[config.mk]
export PLATFORM = sky130hd
export DESIGN_NAME = tas_avg_p
export DESIGN_NICKNAME = d
export VERILOG_FILES = /design/src/rtl/tas_avg_p.sv
export SDC_FILE = /design/constraint.sdc
export NUM_CORES = 1
export LEC_CHECK = 0
export BUFFER_PORTS_ARGS = -buffer_cell sky130_fd_sc_hd__buf_4
export CAP_MARGIN = 10
export CORE_MARGIN = 10
export CORE_UTILIZATION = 52
export DETAILED_ROUTE_END_ITERATION = 6
export GPL_ROUTABILITY_DRIVEN = 0
export HOLD_SLACK_MARGIN = 0.06
export PLACE_DENSITY = 0.79
export SYNTH_ARGS = -nofsm -noshare
export SYNTH_HDL_FRONTEND = slang
export SYNTH_SLANG_ARGS = --single-unit
[constraint.sdc]
create_clock -name clk_50 -period 1.85 [get_ports clk_50]
set_input_delay 0.0925 -clock clk_50 [delete_from_list [all_inputs] [get_ports clk_50]]
set_output_delay 0.0925 -clock clk_50 [all_outputs]
set_load 0.01 [all_outputs]
[src/rtl/tas_avg_p.sv]
// tas_avg_p: deserialises an LSB-first serial stream into header+sample packets and writes the truncated average of kept packets to RAM
module tas_avg_p #(
  parameter int DATA_W = 8,
  parameter int NSAMP_LOG2 = 2,
  parameter int ADDR_W = 11,
  parameter logic [DATA_W-1:0] HDR_KEEP = 8'hC3,
  parameter logic [ADDR_W-1:0] START_ADDR = '1,
  parameter bit DIR_DOWN = 1'b1
) (
  input  logic              clk_50,
  input  logic              reset,
  input  logic              serial_data,
  input  logic              data_ena,
  output logic              ram_wr_n,
  output logic [DATA_W-1:0] ram_data,
  output logic [ADDR_W-1:0] ram_addr,
  output logic              pkt_drop
);
  localparam int BC_W = $clog2(DATA_W);
  localparam int ACC_W = DATA_W + NSAMP_LOG2;
  typedef enum logic [1:0] {HDR, SAMP, SKIP} pkt_t;
  typedef enum logic [1:0] {IDLE, SETUP, STROBE, HOLD} wr_t;
  logic [BC_W-1:0] bit_cnt;
  logic [DATA_W-1:0] sr;
  logic word_valid;
  logic bit_last;
  pkt_t pkt_q, pkt_d;
  wr_t wr_q, wr_d;
  logic [NSAMP_LOG2-1:0] cnt;
  logic [ACC_W-1:0] acc;
  logic wr_req;
  logic last;
  logic hdr_ok;
  assign bit_last = bit_cnt == BC_W'(DATA_W - 1);
  assign last = cnt == '1;
  assign hdr_ok = sr == HDR_KEEP;
  assign ram_wr_n = wr_q != STROBE;
  always_ff @(posedge clk_50) begin
    if (reset) begin
      bit_cnt <= '0;
      sr <= '0;
      word_valid <= 1'b0;
    end else begin
      word_valid <= data_ena && bit_last;
      if (data_ena) begin
        sr <= {serial_data, sr[DATA_W-1:1]};
        bit_cnt <= bit_last ? '0 : bit_cnt + 1'b1;
      end else begin
        bit_cnt <= '0;
      end
    end
  end
  always_comb begin
    pkt_d = pkt_q;
    if (word_valid)
      pkt_d = pkt_q == HDR ? (hdr_ok ? SAMP : SKIP) : (last ? HDR : pkt_q);
  end
  always_ff @(posedge clk_50) begin
    if (reset) begin
      pkt_q <= HDR;
      cnt <= '0;
      acc <= '0;
      wr_req <= 1'b0;
      pkt_drop <= 1'b0;
    end else begin
      pkt_q <= pkt_d;
      wr_req <= word_valid && pkt_q == SAMP && last;
      pkt_drop <= word_valid && pkt_q == HDR && !hdr_ok;
      if (word_valid) begin
        cnt <= pkt_q == HDR ? '0 : cnt + 1'b1;
        acc <= pkt_q == HDR ? '0 : pkt_q == SAMP ? acc + ACC_W'(sr) : acc;
      end
    end
  end
  // three-phase strobe: data/address settle in SETUP, held through HOLD
  always_comb begin
    wr_d = wr_q == IDLE ? (wr_req ? SETUP : IDLE) : wr_q == SETUP ? STROBE : wr_q == STROBE ? HOLD : IDLE;
  end
  always_ff @(posedge clk_50) begin
    if (reset) begin
      wr_q <= IDLE;
      ram_data <= '0;
      ram_addr <= START_ADDR;
    end else begin
      wr_q <= wr_d;
      if (wr_q == IDLE && wr_req) ram_data <= acc[ACC_W-1:NSAMP_LOG2];
      if (wr_q == HOLD) ram_addr <= DIR_DOWN ? ram_addr - 1'b1 : ram_addr + 1'b1;
    end
  end
endmodule

Yosys cells after proc, flatten, opt, wreduce, memory -nomap -nowiden
Index checks and enable logic that the tools add are counted.

word-level totals
  register bits after elaboration = 49
  bits of input ports = 4
  logic and storage cells = 48

cells by class
  add/sub/neg operators = 4
  equal/unequal tests = 8
  mux-type cells = 10
  bitwise logic cells = 1
  reductions and logical operators = 14

operator list
  kind                                                                   number
  10-bit two-way mux                                                     2
  2-bit two-way mux                                                      7
  11-bit by 1-bit subtractor with 11-bit output, second input constant   1
  10-bit by 8-bit adder with 10-bit output                               1
  8-bit equality test, second input constant                             1
  2-bit equality test, second input constant                             3
  1-bit logical AND                                                      6
  2-bit by 1-bit equality test with 1-bit output, second input constant  2
  2-bit logical NOT                                                      2
  2-bit AND reduction                                                    2
  2-bit nonzero test                                                     2
  3-bit by 1-bit adder with 3-bit output, second input constant          1
  3-bit equality test, second input constant                             1
  3-bit OR reduction                                                     1
  2-bit by 1-bit adder with 2-bit output, second input constant          1
  2-bit inequality test, second input constant                           1
  1-bit logical NOT                                                      1
  1-bit two-way mux                                                      1
  1-bit inverter                                                         1

Logic depth before layout (Yosys ltp)
  depth in word-level cells = 4
  mapped depth = 8
  mapped depth without buffers = 8

Least setup slack after synthesis
Ideal clock, no wire load.

  kind = reg-to-reg
  start = register sr[0]
  end = register acc[6]
  library setup time = 0.117 ns
  arrival = 1.696 ns
  required time = 1.733 ns
  path slack = 0.037 ns
  stages on the path, launching flop included = 9
  buffers on the path = 0
  path through = dfxtp_1 ha_1 inv_1 fa_1 nand2b_1 a21oi_1 o21a_1 o21ai_0 a32o_1

on the way
  cells in the longest elaborated chain, start to end = 3

ends and longest elaborated chain
  what                                      line  text
  from (decl)                               24    logic [DATA_W-1:0] sr;
  from (signal assigned)                    46    sr <= {serial_data, sr[DATA_W-1:1]};
  10-bit by 8-bit adder with 10-bit output  71    acc <= pkt_q == HDR ? '0 : pkt_q == SAMP ? acc + ACC_W'(sr) : acc;
  10-bit two-way mux (2 in a row)           71
  to (signal assigned)                      71
  to (decl)                                 30    logic [ACC_W-1:0] acc;

Every way passes these cells. The select of a mux whose other input is x is not followed.
A chain may end at the register's enable or synchronous reset.

Worst setup path in the final report
Same ends and word-level chain as after synthesis.

==> impl_results.md <==
- Die extent in y: around 87 um
- Antenna violations before repair: 0
- Synthesized area per cell: 9.23 um^2
- First-pass GRT wire length: 7.83 mm
- Gate power share: around 2.6%
- Placed inst area: 2540 um^2
- Area grow syn2layout: 17.9%
- Post-Synth Adder-Cell Area: 9.51%
- Post-route cell area: 2730 um^2
- Fin worst setup slack: roughly 57 ps
- Xor/xnor cell area share of the yosys netlist: 4.16%
- Nets@finish: 297
- Worst setup SP type: flip-flop
- Root buf cell: clkbuf_8
- Worst-case clock buffer depth: 2
- Worst vdd ir: 0.000526 V
- DR pass1 iterations: 4
- Clk pwr share: around two fifths
- LEAKAGE: 0.00109 uW
- Simple logic cell fraction of the synthesized area: 25.7%
- Dominant synthesized flop cell: dfxtp_1
- Final setup viols: 0
- FMAX: roughly 560 MHz
- Die W: 86.7 um
- Post-Synthesis Cells: 251
- Slew Viols, Final: 0
- Placed insts: 320
- Vias in the first global route: 1759
- Crit end category: flip-flop
- Yosys top cell by area: dfxtp_1
- Post-route clock period utilization: 96.9%
- Worst-Margin Slew: 435 ps
- Post-DR vias/cell: 5.33
- Gr ovfl total: 0
- Total of max-cap violations: 0
- Outcome: completed
- Net Sw Power: 361 uW
- Clk_lat worst skew: approximately 300 ps
- HP Class: input pin to flip-flop
- Sw Ratio: 19.2%
- Core ar.: 4320 um^2
- Mux cell area share after synthesis: slightly below 4%
- Largest net degree at the start of global routing: 46
- Final hold vios: 0
- Synthesized area: 2320 um^2
- Syn. warnings: 0
- FFs w/ async S/R, synth: 0%
- FF+latch count, synth: 49
- R2R Setup Slk: approximately 57 ps
- Placement Setup Slack: -65.4 ps
- Setup Skew: 5.34 ps
- Drc violations: 0
- Synth cell types: 44
- CTS tree: built
- Crit path DAT: 1980 ps
- Num rows: 24
- Total Wirelength: 4.52 mm
- Layout filler cell count: 375
- Synth top area share: 42.4%
- EDFF count, synth: 0
- GRT Overall Usage: between 10 and 15%
- Largest family of logic cells by synthesized area: simple AND/OR/NAND/NOR gates
- Slew HR: 71.0%
- # IOs: 25
- Compound-Gate Fraction of Synth Area: about 11%
- Min cycle time layout: 1790 ps
- Total CTS buffers: 5
- RSZ-0062 raised after global routing: yes
- Crit path kind: flip-flop to flip-flop
- Clock Sinks: 49
- WL per Instance: 13.7 um
- Internal: between 1500 and 2000 uW
- Clk slew on worst S/H paths: 80 ps
- Detail Placement HPWL: 3.25 mm
- Syn_nets: ~270
- IO Port Bufs: 24
- WP data required: 2040 ps
- Fin cells: 329
- Pwr per Cell Area: 688 nW/um^2
- H-tree Lvls: 2
- Main area contributors after synthesis: dfxtp_1 (42%), ha_1 (8.6%), mux2i_1 (3.9%), a21oi_1 (3.7%), nand2_1 (3.6%)
- Reg power frac: ~56%
- Share of post-route cells with drive strength above 1: 20.9%
- Initial Util: 53.6%
- Register area share after synthesis: a little over two fifths
- Vias: ~1800
- Ant diodes: 0
- Antenna-violating nets left: 0
- DR iter-0 viols: 95
- Die area: about 7500 um^2
- Crit path max fanout: 3
critical path, cell delays in order (launching register included):
cell and delay [ps]:
dfxtp_4 360, ha_4 160, inv_2 50, fa_2 190, nand2b_4 140, a21oi_4 50
o21a_1 170, or3_1 310, a32o_1 250
routing by layer:
layer	up-vias	global-route usage (%)	part of all wire (%)
met5	-	0	0
met4	0	2.65	0.97
met3	7	3.94	5.5
met2	37	22.1	47
met1	799	14.2	47
li1	909	-	-
registers in the layout, indices dropped and copies added (netlist names):
signal	flops
ram_addr	11
acc	10
ram_data	8
sr	8
bit_cnt	3
cnt	2
pkt_q	2
wr_q	2
pkt_drop	1
word_valid	1
wr_req	1
cell usage after synthesis (2+ instances only):
cell type and number:
nor4_4 3, ha_1 16, or3_1 2, a21oi_1 17, nand2_1 22, o21bai_1 2
o21ai_1 5, nor2b_1 3, mux2i_1 9, nor3b_1 3, nand3b_1 3, inv_1 9
xor2_1 4, nand2b_1 13, nor2_1 21, xnor2_1 7, nor3_1 7, or3b_1 2
clkbuf_1 7, and2_1 3, buf_2 4, o21ai_0 7, nand3_1 12, o211ai_1 2
dfxtp_1 49
cell usage in the layout (no fill, tap or decap), drive strengths merged, types with 2 or more instances in the layout:
master	n
a21oi	18
nor4	5
o21ai	12
buf	28
dfxtp	49
or3	2
clkbuf	7
nor2	21
xnor2	7
or3b	2
nand3	12
o211ai	2
a211oi	2
nor3	8
mux2i	9
nor3b	3
o21bai	2
nand2	22
xor2	4
nand3b	3
ha	16
nand2b	14
nor2b	3
inv	9
and2	3
logic make-up after synthesis:
group,after synthesis
buf+inv,20
mux,9
flops,49
simple gates,103
xor+xnor,11
compound gates,42
fa+ha+maj,17
timing repair:
action                                  4_1_cts  5_1_grt
pin swaps                                     0        1
gates cloned                                  0        0
hold buffers                                  1        0
buffers inserted                              0        0
endpoints found under the setup margin        2        4
gates resized for setup                       3       14
endpoints found under the hold margin         1        0
cell type report:
cell class / count / area (um^2) / area share (%)
clock buffers: 7 / 86.3 / 3.16
flip-flops and latches: 49 / 990 / 36.2
repair buffers: 29 / 220 / 8.06
inverters: 9 / 33.8 / 1.24
well taps: 52 / 65.1 / 2.38
clock inverters: 1 / 30.0 / 1.10
multi-input cells: 182 / 1310 / 47.8
path summary, 6_finish.rpt:
path / start / end / cells past startpoint
worst max-delay path: sr[0] / acc[6] / 8
worst min-delay path: data_ena / sr[5] / 3
worst max register to register: sr[0] / acc[6] / 8
worst min register to register: bit_cnt[0] / bit_cnt[0] / 1
stage by stage:
stage | setup TNS, ps | utilization, % | hold slack, ps | total power (uW)
CTS | 0 | 62.1 | 172 | 1890
detailed placement | -115 | 58.9 | 359 | 1130
floorplan | 0 | - | 240 | 1120
global placement | 0 | 58.9 | 329 | 1130
finish | 0 | 63.2 | 180 | 1880
global route | -21.0 | 63.2 | 196 | 1940
power by group through the flow:
stage	combinational, uW	clock [uW]	sequential (uW)
final	48.0	770	1060
after global routing	53.9	820	1060
after CTS	48.0	784	1060
after detailed placement	46.2	0	1090
after global placement	45.3	0	1090
after floorplan	36.6	0	1090
No activity file was read; power rests on OpenSTA's default activity.
